### config.mk
export PLATFORM = sky130hd
export DESIGN_NAME = prm_edge_query_seq
export DESIGN_NICKNAME = d
export VERILOG_FILES = /design/src/rtl/prm_edge_query_seq.sv
export SDC_FILE = /design/constraint.sdc
export NUM_CORES = 1
export LEC_CHECK = 0
export CAP_MARGIN = 20
export CORE_MARGIN = 8
export CORE_UTILIZATION = 35
export CTS_BUF_LIST = sky130_fd_sc_hd__clkbuf_16
export CTS_CLUSTER_SIZE = 12
export DETAILED_ROUTE_END_ITERATION = 6
export SLEW_MARGIN = 20
export SYNTH_ARGS = -nofsm -noshare
export SYNTH_HDL_FRONTEND = slang
export SYNTH_SLANG_ARGS = --single-unit
### constraint.sdc
create_clock -name clk_i -period 2.8 [get_ports clk_i]
set_input_delay 0.84 -clock clk_i [delete_from_list [all_inputs] [get_ports clk_i]]
set_output_delay 0.84 -clock clk_i [all_outputs]
set_load 0.05 [all_outputs]
### src/rtl/prm_edge_query_seq.sv
// Sweeps a range of query vectors onto a PRM obstacle checker, packs the 1-bit
// answers into PW-bit words and streams them out over a valid/ready handshake.
//
// state    | meaning
// ---------+-----------------------------------------------------------
// ST_IDLE  | waiting for start; base/count sampled here only
// ST_RUN   | one query issued and sampled per unstalled cycle
// ST_DRAIN | all queries sampled; waiting for the last word handshake
// ST_FIN   | done pulse; busy drops on leaving
module prm_edge_query_seq #(
   parameter int QW = 15,
   parameter int PW = 32
) (
   input  logic          clk_i,
   input  logic          rst_ni,
   input  logic          start_i,
   input  logic [QW-1:0] base_i,
   input  logic [15:0]   count_i,
   output logic [QW-1:0] query_o,
   input  logic          mask_in_i,
   output logic [PW-1:0] res_data_o,
   output logic          res_valid_o,
   input  logic          res_ready_i,
   output logic          res_last_o,
   output logic [15:0]   hit_cnt_o,
   output logic          busy_o,
   output logic          done_o
);

   localparam int IW = $clog2(PW);

   typedef enum logic [1:0] {ST_IDLE, ST_RUN, ST_DRAIN, ST_FIN} state_t;

   state_t        state_q, state_d;
   logic [QW-1:0] query_q, query_d;
   logic [15:0]   remain_q, remain_d;
   logic [IW-1:0] idx_q, idx_d;
   logic [PW-1:0] pack_q, pack_d;
   logic [PW-1:0] res_data_q, res_data_d;
   logic          res_valid_q, res_valid_d;
   logic          res_last_q, res_last_d;
   logic [15:0]   hit_cnt_q, hit_cnt_d;
   logic          busy_q, busy_d;
   logic          done_q, done_d;

   logic [PW-1:0] pack_new;
   logic          last_sample;
   logic          word_end;
   logic          out_free;
   logic          accept;

   always_ff @(posedge clk_i or negedge rst_ni) begin
      if (!rst_ni) begin
         state_q     <= ST_IDLE;
         query_q     <= '0;
         remain_q    <= '0;
         idx_q       <= '0;
         pack_q      <= '0;
         res_data_q  <= '0;
         res_valid_q <= 1'b0;
         res_last_q  <= 1'b0;
         hit_cnt_q   <= '0;
         busy_q      <= 1'b0;
         done_q      <= 1'b0;
      end else begin
         state_q     <= state_d;
         query_q     <= query_d;
         remain_q    <= remain_d;
         idx_q       <= idx_d;
         pack_q      <= pack_d;
         res_data_q  <= res_data_d;
         res_valid_q <= res_valid_d;
         res_last_q  <= res_last_d;
         hit_cnt_q   <= hit_cnt_d;
         busy_q      <= busy_d;
         done_q      <= done_d;
      end
   end

   always_comb begin
      state_d     = state_q;
      query_d     = query_q;
      remain_d    = remain_q;
      idx_d       = idx_q;
      pack_d      = pack_q;
      res_data_d  = res_data_q;
      res_valid_d = res_valid_q;
      res_last_d  = res_last_q;
      hit_cnt_d   = hit_cnt_q;
      busy_d      = busy_q;
      done_d      = 1'b0;

      pack_new        = pack_q;
      pack_new[idx_q] = mask_in_i;
      last_sample     = (remain_q == 16'd1);
      word_end        = (idx_q == IW'(PW - 1)) || last_sample;
      out_free        = !res_valid_q || res_ready_i;
      accept          = res_valid_q && res_ready_i;

      if (accept) begin
         res_valid_d = 1'b0;
         res_last_d  = 1'b0;
      end

      unique case (state_q)
         ST_IDLE: begin
            if (start_i) begin
               query_d   = base_i;
               remain_d  = count_i;
               hit_cnt_d = '0;
               pack_d    = '0;
               idx_d     = '0;
               busy_d    = 1'b1;
               if (count_i == 16'd0) begin
                  state_d = ST_FIN;
                  done_d  = 1'b1;
               end else begin
                  state_d = ST_RUN;
               end
            end
         end
         ST_RUN: begin
            // A completing sample is withheld until the output register can
            // take the word; the checker answer is simply re-read next cycle.
            if (!word_end || out_free) begin
               hit_cnt_d = hit_cnt_q + 16'(mask_in_i);
               query_d   = query_q + QW'(1);
               remain_d  = remain_q - 16'd1;
               if (word_end) begin
                  res_data_d  = pack_new;
                  res_valid_d = 1'b1;
                  res_last_d  = last_sample;
                  pack_d      = '0;
                  idx_d       = '0;
                  if (last_sample) state_d = ST_DRAIN;
               end else begin
                  pack_d = pack_new;
                  idx_d  = idx_q + IW'(1);
               end
            end
         end
         ST_DRAIN: begin
            if (accept && res_last_q) begin
               state_d = ST_FIN;
               done_d  = 1'b1;
            end
         end
         ST_FIN: begin
            busy_d  = 1'b0;
            state_d = ST_IDLE;
         end
         default: state_d = ST_IDLE;
      endcase
   end

   assign query_o     = query_q;
   assign res_data_o  = res_data_q;
   assign res_valid_o = res_valid_q;
   assign res_last_o  = res_last_q;
   assign hit_cnt_o   = hit_cnt_q;
   assign busy_o      = busy_q;
   assign done_o      = done_q;

endmodule

==> results.md <==
- Critical-path cell list: ha_1 -> and3_1 -> ha_1 -> nor3_2 -> buf_4 -> nand3_1 -> buf_4 -> o22ai_1
- Static leakage: 3.64 nW
- Die Ht: 153 µm
- WL/cell: 17.1 µm
- PD cells: 990 nW/µm²
- Total wire length: 18.5 mm
- Vias: 5,845
- Remaining DRCs: 0
- Fin cells: 1,078
- Crit Path Class: reg -> reg
- Slew margin rel.: 0.476
- Synthesized instance count: 713
- Worst EP arrival: 2.97 ns
- Placed Cells: 1,046
- Total GRT Usage: 0.161
- Max Slew Vio Count: 0
- Status: finished clean
- Num ports: 103
- Cells on worst reg2reg path: 8
- CTS Buffer Depth: 2
- Register-to-Register Setup Slack: 0.16 ns
- Routability cong.: 0.805
- RSZ-0062 raised after global routing: no
- Vias per cell: 5.42
- Number of global-route vias before repair: 5,963
- Final nets: 881
- Die area: 23,500 µm²
- Fin crit period: 2.64 ns
- Clock transition at the registers of the reported paths: 0.06 ns
- Core Region: 18,600 µm²
- First-pass GRT wire length: 31.2 mm
- Period utilisation layout: 0.942
- Total Power: 0.00866 W
- Initial antenna violation count: 0
- Initial Util: 0.354
- FF-to-FF Start: idx_q[0]$_DFFE_PN0P_
- MaxCap Viol Count: 0
- GRT overflow: 0
- Syn-to-layout area delta: 32.4%
- Synth cell types: 64
- # fillers: 1,779
- DRT Pass-1 Iters: 7
- Mean Syn Cell Area: 9.27 µm²
- IO Port Bufs: 102
- Maximum number of pins on one net before global-route repair: 65
- Crit start category: register
- Post-route ant nets: 0
- Clock sink count: 122
- Register bit total from synthesis: 122
- Final Hold Viols: 0
- Peak supply drop: 0.603 mV
- Clock skew: 0.00772 ns
- Post-layout util: 0.469
- Ratio of cells with drive above 1 in the final layout: 0.113
- Hold WC Path Type: in -> async
- Commonest register cell after synthesis: dfrtp_1
- DR iter-0 viols: 303
- Total CTS buffers: 17
- Max Clock Freq: 379 MHz
- Post-synthesis sequential area ratio: 0.462
- EDFF count, synth: 0
- Clock Latency Late Sink: 0.42 ns
- CP Capture Type: register
- Yosys Warn Count: 0
- CTS tree: yes
- Slowest CP cell: nor3_2
- Max incr delay on CP: 0.64 ns
- Root Driver: clkbuf_16
- Crit path max fanout: 16
- Post-Synthesis Net Count: 763
- Async SR Flop Fraction: 1.00
- Antenna diodes: 0
- Least-Margin Pin Slew: 0.781 ns
- WP data required: 3.13 ns
- H-tree levels: 4
- Reg2reg end: pack_q[29]$_DFFE_PN0P_
- Final setup fails: 0
- Detail Placement HPWL: 12.5 mm
- Standard-cell rows: 50
- Netlist Area Pre-Place: 6610 µm²
- Die width: 153 µm
synth_stat cells, types with 4 or more instances:
master    number  area [µm²]
nand3_1       41         205
o31ai_1        8        60.1
clkbuf_1      37         139
dfrtp_1      122        3050
nand2_1       73         274
nand4b_1       4        35.0
nand2b_1      10        62.6
and3_1         4        25.0
or4_1         12        90.1
ha_1          14         175
nor4_1         5        31.3
o21ai_0       70         350
a211oi_1       4        30.0
and4_1         5        43.8
a21oi_1       30         150
a22o_1        20         175
nand3b_1       5        37.5
o22ai_1       26         163
a31oi_1       16         100
mux2i_1       38         380
inv_1         32         120
nor3_1         5        25.0
buf_2          6        30.0
nor3b_1        4        30.0
nand4_1       13        81.3
nor2_1        40         150
a32oi_1        5        43.8
report_power, final:
group	switching [W]	internal [W]	total (W)
logic	0.00236	0.00144	0.00380
registers	0.000420	0.00208	0.00250
clock network	0.000867	0.00149	0.00236
final cells by class:
type                    instances  area (µm²)  area share
clock buffers                  17         425      0.0486
clock inverters                15         200      0.0229
inverters                      32         120      0.0137
multi-input cells             509        3230       0.369
flip-flops and latches        122        3050       0.349
well taps                     234         293      0.0335
repair buffers                149        1430       0.164
layout by cell type, fill, tap and decap left out, types with 4 or more instances in the layout:
cell             count
a211oi_1             4
a21oi_1             30
a22o_1              20
a31oi_1             16
a32oi_1              5
and4_1               5
buf_12               5
buf_4               43
bufinv_16            4
clkbuf_16           17
clkdlybuf4s50_1    101
clkinv_4             5
dfrtp_1            122
ha_1                14
inv_1               32
mux2i_1             38
nand2_1             73
nand2b_1            10
nand3_1             41
nand3b_1             5
nand4_1             13
nand4b_1             4
nor2_1              40
nor3_1               5
nor3b_1              4
nor4_1               5
o21ai_0             70
o22ai_1             26
o31ai_1              8
or4_1               12
worst max-delay path by stage:
stage / start / endpoint / slack (ns) / cells after the start
floorplan: idx_q[0]$_DFFE_PN0P_ / hit_cnt_o[11]$_DFFE_PN0P_ / 0.26 / 10
global placement: start_i / hit_cnt_o[12]$_DFFE_PN0P_ / 0.03 / 7
detailed placement: mask_in_i / hit_cnt_o[7]$_DFFE_PN0P_ / -0.02 / 8
CTS: idx_q[0]$_DFFE_PN0P_ / pack_q[11]$_DFFE_PN0P_ / 0.08 / 6
global route: idx_q[0]$_DFFE_PN0P_ / hit_cnt_o[11]$_DFFE_PN0P_ / 0.02 / 10
finish: idx_q[0]$_DFFE_PN0P_ / pack_q[29]$_DFFE_PN0P_ / 0.16 / 8
metal layers:
| layer | up-vias | routed length [µm] | global-route usage |
|---|---|---|---|
| li1 | 2873 | - | - |
| met4 | 0 | 211 | 0.0471 |
| met2 | 132 | 8630 | 0.261 |
| met3 | 18 | 988 | 0.0547 |
| met1 | 2822 | 8620 | 0.200 |
| met5 | - | 0 | 0 |
metrics by stage:
| step | hold slack (ns) | setup TNS [ns] | area [µm²] | setup WS (ns) |
|---|---|---|---|---|
| 2_1_floorplan | 0.465 | 0 | 6610 | 0.257 |
| 3_5_place_dp | 0.470 | -0.0378 | 8120 | -0.0174 |
| 5_1_grt | 0.433 | 0 | 8750 | 0.0168 |
| 3_3_place_gp | 0.462 | 0 | 8120 | 0.0323 |
| 4_1_cts | 0.415 | 0 | 8750 | 0.0839 |
| 6_report | 0.397 | 0 | 8750 | 0.163 |
sequential cells by signal (all words and copies together) (netlist names):
signal and cells:
pack_q 32, res_data_o 32, hit_cnt_o 16, remain_q 16
query_o 15, idx_q 5, state_q 2, busy_o 1
done_o 1, res_last_o 1, res_valid_o 1
cell families (layout without fill, tap and decap cells):
| kind of cell | after synthesis | in the layout | synth area share |
|---|---|---|---|
| xor+xnor | 3 | 3 | 0.00398 |
| buf+inv | 82 | 213 | 0.0528 |
| simple gates | 239 | 239 | 0.189 |
| mux | 38 | 38 | 0.0576 |
| compound gates | 215 | 215 | 0.208 |
| flops | 122 | 122 | 0.462 |
| fa+ha+maj | 14 | 14 | 0.0265 |
repair_timing:
action / 4_1_cts / 5_1_grt
gates resized for setup: 0 / 1
hold buffers: 0 / 0
buffers inserted: 0 / 0
setup endpoints to repair: 0 / 16
worst max-delay path, delay by kind of cell (launching register included):
kind            cells  cell delay (ns)
compound gates      1             0.20
fa+ha+maj           2             0.45
buf+inv             2             0.54
flops               1             0.44
simple gates        3             0.92
Note: power is estimated with default switching activity, not from simulation.
